--- src/rtl/rap_cla_pipe.sv ---
// rap_cla_pipe: registered windowed-speculation adder behind a valid/ready handshake.
// Define RAPCLA_CORRECT_EN to add a one-cycle stall that replaces mis-speculated results with the exact sum.
module rap_cla_pipe #(
    parameter int WIDTH = 32,
    parameter int WIN   = 4,
    parameter int ERRW  = 16
) (
    input  logic             clk,
    input  logic             rst_n,
    input  logic             in_valid,
    output logic             in_ready,
    input  logic [WIDTH-1:0] a,
    input  logic [WIDTH-1:0] b,
    input  logic             cin,
    output logic             out_valid,
    input  logic             out_ready,
    output logic [WIDTH-1:0] sum,
    output logic             cout,
    output logic             approx_err,
    output logic             corrected,
    output logic [ERRW-1:0]  err_cnt
);
`ifdef RAPCLA_CORRECT_EN
    typedef enum logic [1:0] {IDLE, HOLD, FIX} state_t;
`else
    typedef enum logic {IDLE, HOLD} state_t;
`endif
    state_t state;
    logic [WIDTH-1:0] p, g;
    logic [WIDTH:0] ac, approx, exact;
    logic c, err, accept;
    assign p = a ^ b;
    assign g = a & b;
    // carry into bit i only sees the WIN bits below it; cin enters only when the window reaches bit 0
    always_comb begin
        c = 1'b0;
        ac = '0;
        ac[0] = cin;
        for (int i = 1; i <= WIDTH; i++) begin
            c = (i <= WIN) ? cin : 1'b0;
            for (int j = 0; j < WIDTH; j++)
                if (j >= i - WIN && j < i) c = g[j] | (p[j] & c);
            ac[i] = c;
        end
    end
    assign approx = {ac[WIDTH], p ^ ac[WIDTH-1:0]};
    assign exact  = {1'b0, a} + {1'b0, b} + (WIDTH+1)'(cin);
    assign err    = approx != exact;
    assign out_valid = state == HOLD;
`ifdef RAPCLA_CORRECT_EN
    logic [WIDTH:0] fix_res;
    assign in_ready = (state != FIX) && (!out_valid || out_ready);
`else
    assign in_ready  = !out_valid || out_ready;
    assign corrected = 1'b0;
`endif
    assign accept = in_valid && in_ready;
    always_ff @(posedge clk or negedge rst_n) begin
        if (!rst_n) begin
            state      <= IDLE;
            sum        <= '0;
            cout       <= 1'b0;
            approx_err <= 1'b0;
            err_cnt    <= '0;
`ifdef RAPCLA_CORRECT_EN
            corrected  <= 1'b0;
            fix_res    <= '0;
`endif
        end else begin
            if (out_valid && out_ready) state <= IDLE;
            if (accept) begin
                sum        <= approx[WIDTH-1:0];
                cout       <= approx[WIDTH];
                approx_err <= err;
                if (err && err_cnt != '1) err_cnt <= err_cnt + ERRW'(1);
`ifdef RAPCLA_CORRECT_EN
                corrected  <= 1'b0;
                fix_res    <= exact;
                state      <= err ? FIX : HOLD;
`else
                state      <= HOLD;
`endif
            end
`ifdef RAPCLA_CORRECT_EN
            if (state == FIX) begin
                {cout, sum} <= fix_res;
                corrected   <= 1'b1;
                state       <= HOLD;
            end
`endif
        end
    end
endmodule

--- config.mk ---
export PLATFORM = sky130hd
export DESIGN_NAME = rap_cla_pipe
export DESIGN_NICKNAME = d
export VERILOG_FILES = /design/src/rtl/rap_cla_pipe.sv
export SDC_FILE = /design/constraint.sdc
export NUM_CORES = 1
export LEC_CHECK = 0
export CAP_MARGIN = 5
export CORE_UTILIZATION = 65
export CTS_CLUSTER_SIZE = 40
export DETAILED_ROUTE_END_ITERATION = 16
export DONT_BUFFER_PORTS = 1
export PLACE_DENSITY = 0.81
export RECOVER_POWER = 50
export REMOVE_ABC_BUFFERS = 1
export SYNTH_ARGS = -nofsm -noshare
export SYNTH_HDL_FRONTEND = slang
export SYNTH_SLANG_ARGS = --single-unit
--- constraint.sdc ---
create_clock -name clk -period 2.58 [get_ports clk]
set_input_delay 0.129 -clock clk [delete_from_list [all_inputs] [get_ports clk]]
set_output_delay 0.129 -clock clk [all_outputs]
set_load 0.01 [all_outputs]
### Word-level counts from Yosys, hierarchy flattened

Index checks and enable logic that the tools add are counted.

| storage, ports and cells | value |
|---|---|
| input bits | 69 |
| memory bits (writable) | 0 |
| bits in registers | 51 |
| memories kept | 0 |
| ROM bits | 0 |
| output and inout port bits | 53 |
| logic and storage cells | 198 |
| bits in latches | 0 |

| cells by class | value |
|---|---|
| magnitude comparators | 0 |
| bitwise gates (word level) | 179 |
| equality and inequality tests | 2 |
| shift operators | 0 |
| $add $sub $neg | 3 |
| multiply operators | 0 |
| muxes and demuxes | 2 |
| reduce and logical (&&, ||, !) cells | 7 |
| divide/modulo/power cells | 0 |

Operators by type and width:

| operator | count |
|---|---|
| AND 1 bit | 88 |
| bitwise OR 1 bit | 88 |
| XOR 32 bit | 2 |
| adder 32 x 32 -> 33 bit | 1 |
| adder 33 x 1 -> 33 bit | 1 |
| != test 33 bit | 1 |
| AND 32 bit | 1 |
| adder 16 x 1 -> 16 bit, second input constant | 1 |
| != test 16 bit, second input constant | 1 |
| logical AND 1 bit | 3 |
| two-way mux 1 bit | 2 |
| AND reduction 2 bit | 1 |
| nonzero test 2 bit | 1 |
| logical NOT 1 bit | 1 |
| logical OR 1 bit | 1 |

### Logic depth before layout (Yosys ltp)

Gate-level depths: netlist of run 1.

| depth | value |
|---|---|
| word-level depth | 13 |
| gate-level depth with buffers | 14 |
| mapped depth without buffers | 13 |

### Worst setup path after synthesis of run 1

Ideal clock, no wire load.

| path | value |
|---|---|
| kind | input -> register |
| from | input port a[0] |
| to | register err_cnt[1] |
| library setup time | 0.125 ns |
| data required time | 2.455 ns |
| slack | -0.831 ns |
| data arrival time | 3.286 ns |
| cell stages on the path | 12 |
| path buffers | 0 |
| cell sequence | fa_1 > fa_1 > inv_1 > fa_1 > fa_1 > xnor2_1 > xnor2_1 > o31a_1 > o2111ai_1 > or4_4 > o21ai_4 > mux2_2 |

| between the ends | value |
|---|---|
| cells in the longest elaborated chain, start to end | 13 |
| elaborated cells between the ends (all ways) | 16 |
| those cells by class | add/sub (2); eq/ne (1); bitwise (11); reduce/logical (2) |

Ends and longest elaborated chain:

| item | line | RTL |
|---|---|---|
| start, declared | 12 | `input logic [WIDTH-1:0] a,` |
| branches (longest 10 deep; another with adder 32 x 32 -> 33 bit) | -- |  |
| != test 33 bit (*) | 48 | `assign err = approx != exact;` |
| logical AND 1 bit (*) | 75 | `if (err && err_cnt != '1) err_cnt <= err_cnt + ERRW'(1);` |
| AND reduction 2 bit (no line) (*) | -- |  |
| end signal, assigned | 75 |  |
| end, declared | 21 | `output logic [ERRW-1:0] err_cnt` |

Mark *: on every way between the ends.
A chain may end at the register's enable or synchronous reset.

### Final worst setup path of run 1

| path | value |
|---|---|
| from | input port a[0] |
| to | register err_cnt[15] |

The elaborated chain is that of the path after synthesis.

==> results.toml, run 1 <==
[clocking]
h-tree-depth = 2
clock_sinks = 51
path_clk_slew_ns = 0.11
cts_tree = "done"
clock_path_buffers = 2
cts_root_buf = "clkbuf_8"
clkLatencyLatePin_ns = 0.32
cts_inserted_buffers = 5

[grt]
grt_overflow = 0
grt_pass1_vias = 3757
grt_pass1_wl_um = 18000
grt_antenna_before_repair = 0
grt_use_total_pct = 36.1
grt_max_degree = 66

[critical_path]
worstReg2RegEnd = "err_cnt[15]"
cpMaxStageDelayCell = "a2111oi_0"
cp.required_ns = 2.76
cp-startpoint = "a[0]"
cp-endpoint = "err_cnt[15]"
rr_worst_depth = 9
critPathMaxStageDelay_ns = 0.40
rrSetupSlack_ns = 0.04
critPathKind = "primary input to register"
worst_setup_path_start_kind = "primary input"
r2r_start = "err_cnt[8]"
path_cells = "fa_2 -> fa_2 -> buf_4 -> a211oi_2 -> o21ai_0 -> a32oi_1 -> o32ai_1 -> a2111oi_0 -> buf_4 -> o2111ai_1 -> o21ai_4 -> buf_6 -> nor4_2 -> xor2_1"
cp-end-kind = "register"
path_max_fanout = 5
arrival_ns = 3.28

[place]
dpl.cell_count = 643
hpwl_um = 9150
place.gp.congestion = 0.930
io_buffers = 0

[run]
cap_violations = 0

[logic_synthesis]
synthArstFlopShare_pct = 100
syn_inst = 471
avgSynthCellArea_um2 = 8.57
ys_ff_latch = 51
synth-edff-count = 0
syn_area_um2 = 4040
yosys.cell_types.count = 59
yosysSeqAreaShare_pct = 31.6
synth_flop_cell = "dfrtp_1"
yosysWarnings = 0

[timing]
setup_viol = 17
rsz0062_at_grt = "true"
hold_violations = 0
fmax_mhz = 323
tightest_slew_ns = 1.29
period_needed_ns = 3.09
finClkSkew_ns = 0.00746
finalMaxSlewViolations = 0
relSlewSlack_pct = 14.2
timing.hold.ws_ns = 0.0346
finalWorstSetupSlack_ns = -0.514
min_period_over_period_pct = 120
finalSetupTns_ns = -7.52

[die]
start_util_pct = 67.8
ioPinCount = 122
die_y_um = 80.8
die_w_um = 80.8
core_um2 = 5960
dieArea_um2 = 6530
rows = 28

[cells_and_area]
fillers = 350
antenna_cells = 0
area_growth_pct = 26.3
nets = 688
regArea_um2 = 1280
fin_cells = 659
multi_input_area_um2 = 2660
drive_gt1_share_pct = 27.1
post-route-util_pct = 85.6

[routing]
vias_per_cell = 6.37
drtPass1Iterations = 5
drt-initial-drc-count = 369
route.detailed.drc = 0
wl_um = 12300
ant_nets = 0
vias = 4199
avgRoutedWirePerCell_um = 18.7

[outcome]
status = "complete, but fails checks"
violations = "setup timing"

[worst_hold_path]
worstHoldPathType = "primary input to register"

[power_and_ir_drop]
power.density_nw_per_um2 = 575
leakage_nw = 2.26
p_total_mw = 2.93
peakVddDrop_mv = 0.454
==> worst max-delay path, delay by kind of cell <==
family                   cells  cell delay, ns
buffers and inverters        3            0.49
XOR/XNOR                     1            0.16
AND/OR/NAND/NOR              1            0.07
AO/OA/AOI/OAI                7            1.65
adder cells (fa/ha/maj)      2            0.76
==> through the flow <==
step,instance area (um^2),setup WS (ns)
3_5_place_dp,4890,-0.975
5_1_grt,5100,-0.586
4_1_cts,5090,-0.490
3_3_place_gp,4890,-0.871
2_1_floorplan,3950,-1.02
6_report,5100,-0.514
==> kinds of logic after synthesis <==
group,count (synthesis),synth area share [%]
and+or+nand+nor,169,21.0
muxes,4,1.08
adders and majority gates,36,11.9
DFF,51,31.6
xor gates and xnor gates,45,9.76
buffers and inverters,29,3.44
AOI/OAI and AO/OA,136,21.1
other,1,0.0929
==> area by class of cell <==
cell class,count,share of cell area [%]
Clock buffer,5,1.35
Clock inverter,3,0.540
Inverter,13,0.958
Multi-Input combinational cell,391,52.2
Sequential cell,51,25.0
Tap cell,75,1.84
Timing Repair Buffer,121,18.0
==> timing repair <==
item | 4_1_cts | 5_1_grt
endpoints found under the setup margin | 17 | 17
buffers inserted | 5 | 0
hold buffers | 3 | 0
endpoints found under the hold margin | 52 | 0
pin swaps | 4 | 5
gates resized for setup | 7 | 5
==> metal layers <==
metal	global-route usage (%)	up-vias	part of all wire (%)
met4	12.0	0	2.9
met3	6.29	42	8.1
met1	45.1	1975	40
met5	0	-	0
li1	-	1931	-
met2	62.9	251	49
==> how the worst min path moves through the flow <==
stage / startpoint / endpoint / slack [ns] / depth (start not counted)
floorplan: rst_n / approx_err / -0.17 / 0
global placement: rst_n / err_cnt[9] / -0.17 / 0
detailed placement: rst_n / err_cnt[9] / -0.17 / 0
CTS: in_valid / approx_err / 0.02 / 2
global route: in_valid / approx_err / 0.06 / 2
finish: in_valid / approx_err / 0.03 / 2
==> cells in the final DEF, fill, tap and decap left out, drive strengths merged, types with 6 or more instances in the layout <==
| cell type | n |
|---|---|
| o21ai | 61 |
| inv | 14 |
| xor2 | 17 |
| a21oi | 34 |
| nor2 | 28 |
| ha | 32 |
| and3 | 7 |
| nand3 | 11 |
| xnor2 | 28 |
| nor4 | 6 |
| nor3 | 11 |
| nand4 | 8 |
| clkbuf | 6 |
| nand2 | 74 |
| buf | 118 |
| dfrtp | 51 |
==> flip-flops by register name, indices dropped and copies added (netlist names) <==
name / flops
cout: 1
sum: 32
err_cnt: 16
out_valid: 1
approx_err: 1
==> where the power goes <==
group | switching [mW] | internal [mW] | leakage, nW | total, mW
clock | 0.312 | 0.200 | 0.0463 | 0.513
sequential | 0.318 | 0.997 | 0.618 | 1.31
combinational | 0.564 | 0.538 | 1.60 | 1.10
==> synthesized netlist by cell type (all sizes together) (2+ instances only) <==
| cell | count | area (um^2) |
|---|---|---|
| a2111oi | 2 | 17.5 |
| a211oi | 5 | 47.5 |
| a21o | 2 | 15.0 |
| a21oi | 34 | 196 |
| a22oi | 4 | 30.0 |
| a32oi | 5 | 43.8 |
| and2 | 3 | 18.8 |
| and3 | 7 | 43.8 |
| and4b | 2 | 20.0 |
| buf | 5 | 47.5 |
| clkbuf | 11 | 42.5 |
| dfrtp | 51 | 1280 |
| fa | 4 | 80.1 |
| ha | 32 | 400 |
| inv | 13 | 48.8 |
| mux2 | 3 | 33.8 |
| nand2 | 74 | 278 |
| nand2b | 4 | 25.0 |
| nand3 | 11 | 55.1 |
| nand3b | 2 | 15.0 |
| nand4 | 8 | 50.1 |
| nand4bb | 5 | 56.3 |
| nor2 | 28 | 128 |
| nor2b | 3 | 18.8 |
| nor3 | 11 | 55.1 |
| nor4 | 6 | 37.5 |
| nor4b | 2 | 17.5 |
| o2111ai | 3 | 26.3 |
| o211ai | 4 | 30.0 |
| o21a | 3 | 22.5 |
| o21ai | 61 | 317 |
| o21bai | 3 | 22.5 |
| o32ai | 2 | 17.5 |
| or4 | 2 | 18.8 |
| xnor2 | 28 | 245 |
| xor2 | 17 | 149 |
Power figures use the tool's default switching activity.
==> run 2: changes to the inputs <==
--- a/config.mk
+++ b/config.mk
@@ -6,6 +6,8 @@
 export NUM_CORES = 1
 export LEC_CHECK = 0
 export CAP_MARGIN = 5
+export CORE_ASPECT_RATIO = 1.25
+export CORE_MARGIN = 10
 export CORE_UTILIZATION = 65
 export CTS_CLUSTER_SIZE = 40
 export DETAILED_ROUTE_END_ITERATION = 16
==> run 2 against run 1 <==
The run still ends with setup timing left. Critical endpoint is now err_cnt[14]. Total power shrank 0.48%. Largest cell class unchanged. Register-to-register slack gained 0.18 ns. Die area grew 50%. Via count shrank 3.0%. Count of clock-buffer cells in the layout is the same. Largest power group unchanged. Highest routed layer unchanged. Clock power shrank 2%. Fmax shrank 0.77%. Hold slack gained 0.10 ns. Sequential share of layout area grew 0.062 points. Routed wire length grew 1.6%. Cell area shrank 0.25%.
==> results.toml, run 2 (same netlist as run 1, synthesis figures left out) <==
[timing]
setup_viol = 17
finClkSkew_ns = 0.00757
fmax_mhz = 321
hold_violations = 0
finalSetupTns_ns = -8.22
tightest_slew_ns = 1.27
relSlewSlack_pct = 15.6
finalWorstSetupSlack_ns = -0.538
period_needed_ns = 3.12
finalMaxSlewViolations = 0
min_period_over_period_pct = 121
rsz0062_at_grt = "true"

[power_and_ir_drop]
clkPwrFrac_pct = 17.2
combPwrFrac_pct = 37.4
leakage_nw = 2.24
p_sw_mw = 1.18
sw_frac_of_total_pct = 40.4
peakVddDrop_mv = 0.374
seq_power_share_pct = 45.4
power.density_nw_per_um2 = 574
internal_power_mw = 1.74

[clocking]
clock_path_buffers = 2
h-tree-depth = 2
path_clk_slew_ns = 0.11
clock_sinks = 51
clkLatencyLatePin_ns = 0.31
cts_root_buf = "clkbuf_8"
cts_tree = "done"
cts_inserted_buffers = 5

[grt]
grt_max_degree = 66
grt_overflow = 0
grt_use_total_pct = 24.9
grt_pass1_wl_um = 20400
grt_antenna_before_repair = 0
grt_pass1_vias = 4280

[routing]
vias = 4072
wl_um = 12500
vias_per_cell = 6.16
drt-initial-drc-count = 235
route.detailed.drc = 0
avgRoutedWirePerCell_um = 19.0
ant_nets = 0
drtPass1Iterations = 5

[die]
core_um2 = 6090
die_y_um = 108
ioPinCount = 122
dieArea_um2 = 9780
start_util_pct = 66.3
rows = 32
die_w_um = 90.5

[critical_path]
arrival_ns = 3.35
cp-end-kind = "register"
critPathKind = "primary input to register"
critPathMaxStageDelay_ns = 0.55
cp.buffers_inverters = 4
worst_setup_path_start_kind = "primary input"
cpMostUsedCell = "buf_4"
cp.required_ns = 2.81
rr_worst_depth = 9
path_max_fanout = 5
cpMaxStageDelayCell = "or4_4"
rrSetupSlack_ns = 0.22
worstReg2RegEnd = "err_cnt[15]"
critical-path-top-delay-family = "compound AO/OA/AOI/OAI gates"
r2r_start = "err_cnt[7]"
cp-startpoint = "a[0]"
path_cells = "fa_2 -> fa_2 -> buf_4 -> buf_4 -> buf_4 -> nand3b_1 -> o32ai_1 -> a32oi_1 -> nand4_1 -> a311o_1 -> or4_4 -> o21ai_4 -> buf_6 -> nor3_2 -> xnor2_1"

[worst_hold_path]
hold_depth = 2
worstHoldPathType = "primary input to register"
holdPathEnd = "sum[0]"
hp-start = "cin"

[place]
hpwl_um = 10000
place.gp.congestion = 0.950
io_buffers = 0
dpl.cell_count = 645
place_area_um2 = 4840

[cells_and_area]
largest_reg_flops = 32
mostFrequentLayoutCells = "buf_4 (106), nand2_1 (73), o21ai_0 (59)"
largestRegisters = "sum x32, err_cnt x16"
fillers = 402
fin_cells = 661
post-route-util_pct = 83.5
final_area_um2 = 5080
area_growth_pct = 25.9
top_register = "sum"
drive_gt1_share_pct = 26.2
antenna_cells = 0
final_common_cell = "buf_4"
nets = 680

[run]
cap_violations = 0

[outcome]
status = "complete, but fails checks"
violations = "setup timing"
run 2: per-layer routing:
metal,up-vias,global-route usage (%),wire length (um)
li1,1918,-,-
met1,1949,25.0,4480
met2,167,48.2,6810
met3,38,5.89,859
met4,0,10.0,390
met5,-,0,0
run 2: stage by stage:
step	hold WS, ns	worst slack, ns	power (mW)
finish	0.139	-0.538	2.92
global route	0.133	-0.679	3.10
CTS	0.137	-0.487	2.88
detailed placement	-0.165	-0.941	2.35
global placement	-0.165	-0.853	2.29
floorplan	-0.167	-1.02	1.88
run 2: what timing repair did:
| item | CTS | global route |
|---|---|---|
| buffers inserted | 1 | 4 |
| hold buffers | 3 | 0 |
| pin swaps | 7 | 6 |
| resized for setup | 14 | 5 |
| endpoints found under the setup margin | 17 | 17 |
| endpoints found under the hold margin | 53 | 0 |
run 2: worst max path at each step:
stage / end / slack (ns) / cells past startpoint
after floorplan: err_cnt[1] / -1.02 / 12
after global placement: err_cnt[3] / -0.85 / 14
after detailed placement: err_cnt[3] / -0.94 / 14
after CTS: err_cnt[1] / -0.49 / 12
after global routing: err_cnt[14] / -0.68 / 14
final: err_cnt[14] / -0.54 / 15
run 2: area by class of cell:
cell class	count	area, um^2	area share (%)
Multi-Input combinational cell	391	2690	52.9
Sequential cell	51	1280	25.1
Clock buffer	5	68.8	1.35
Clock inverter	3	27.5	0.541
Tap cell	85	106	2.09
Inverter	13	48.8	0.960
Timing Repair Buffer	113	866	17.0
run 2: power by group through the flow:
stage / registers [mW] / logic (mW) / clock network (mW)
after detailed placement: 1.34 / 1.00 / 0
after CTS: 1.33 / 1.05 / 0.496
after global placement: 1.33 / 0.959 / 0
after global routing: 1.36 / 1.20 / 0.539
after floorplan: 1.25 / 0.630 / 0
final: 1.32 / 1.09 / 0.501
run 2: worst register-to-register path, stage by stage, from the launching register on:
cell and delay (ns):
dfrtp_1 0.50, and3_1 0.26, and3_1 0.22, nand3_1 0.16, nor2_1 0.07, a31oi_1 0.36
o21ai_4 0.17, buf_6 0.16, nor4_2 0.24, xor2_1 0.16
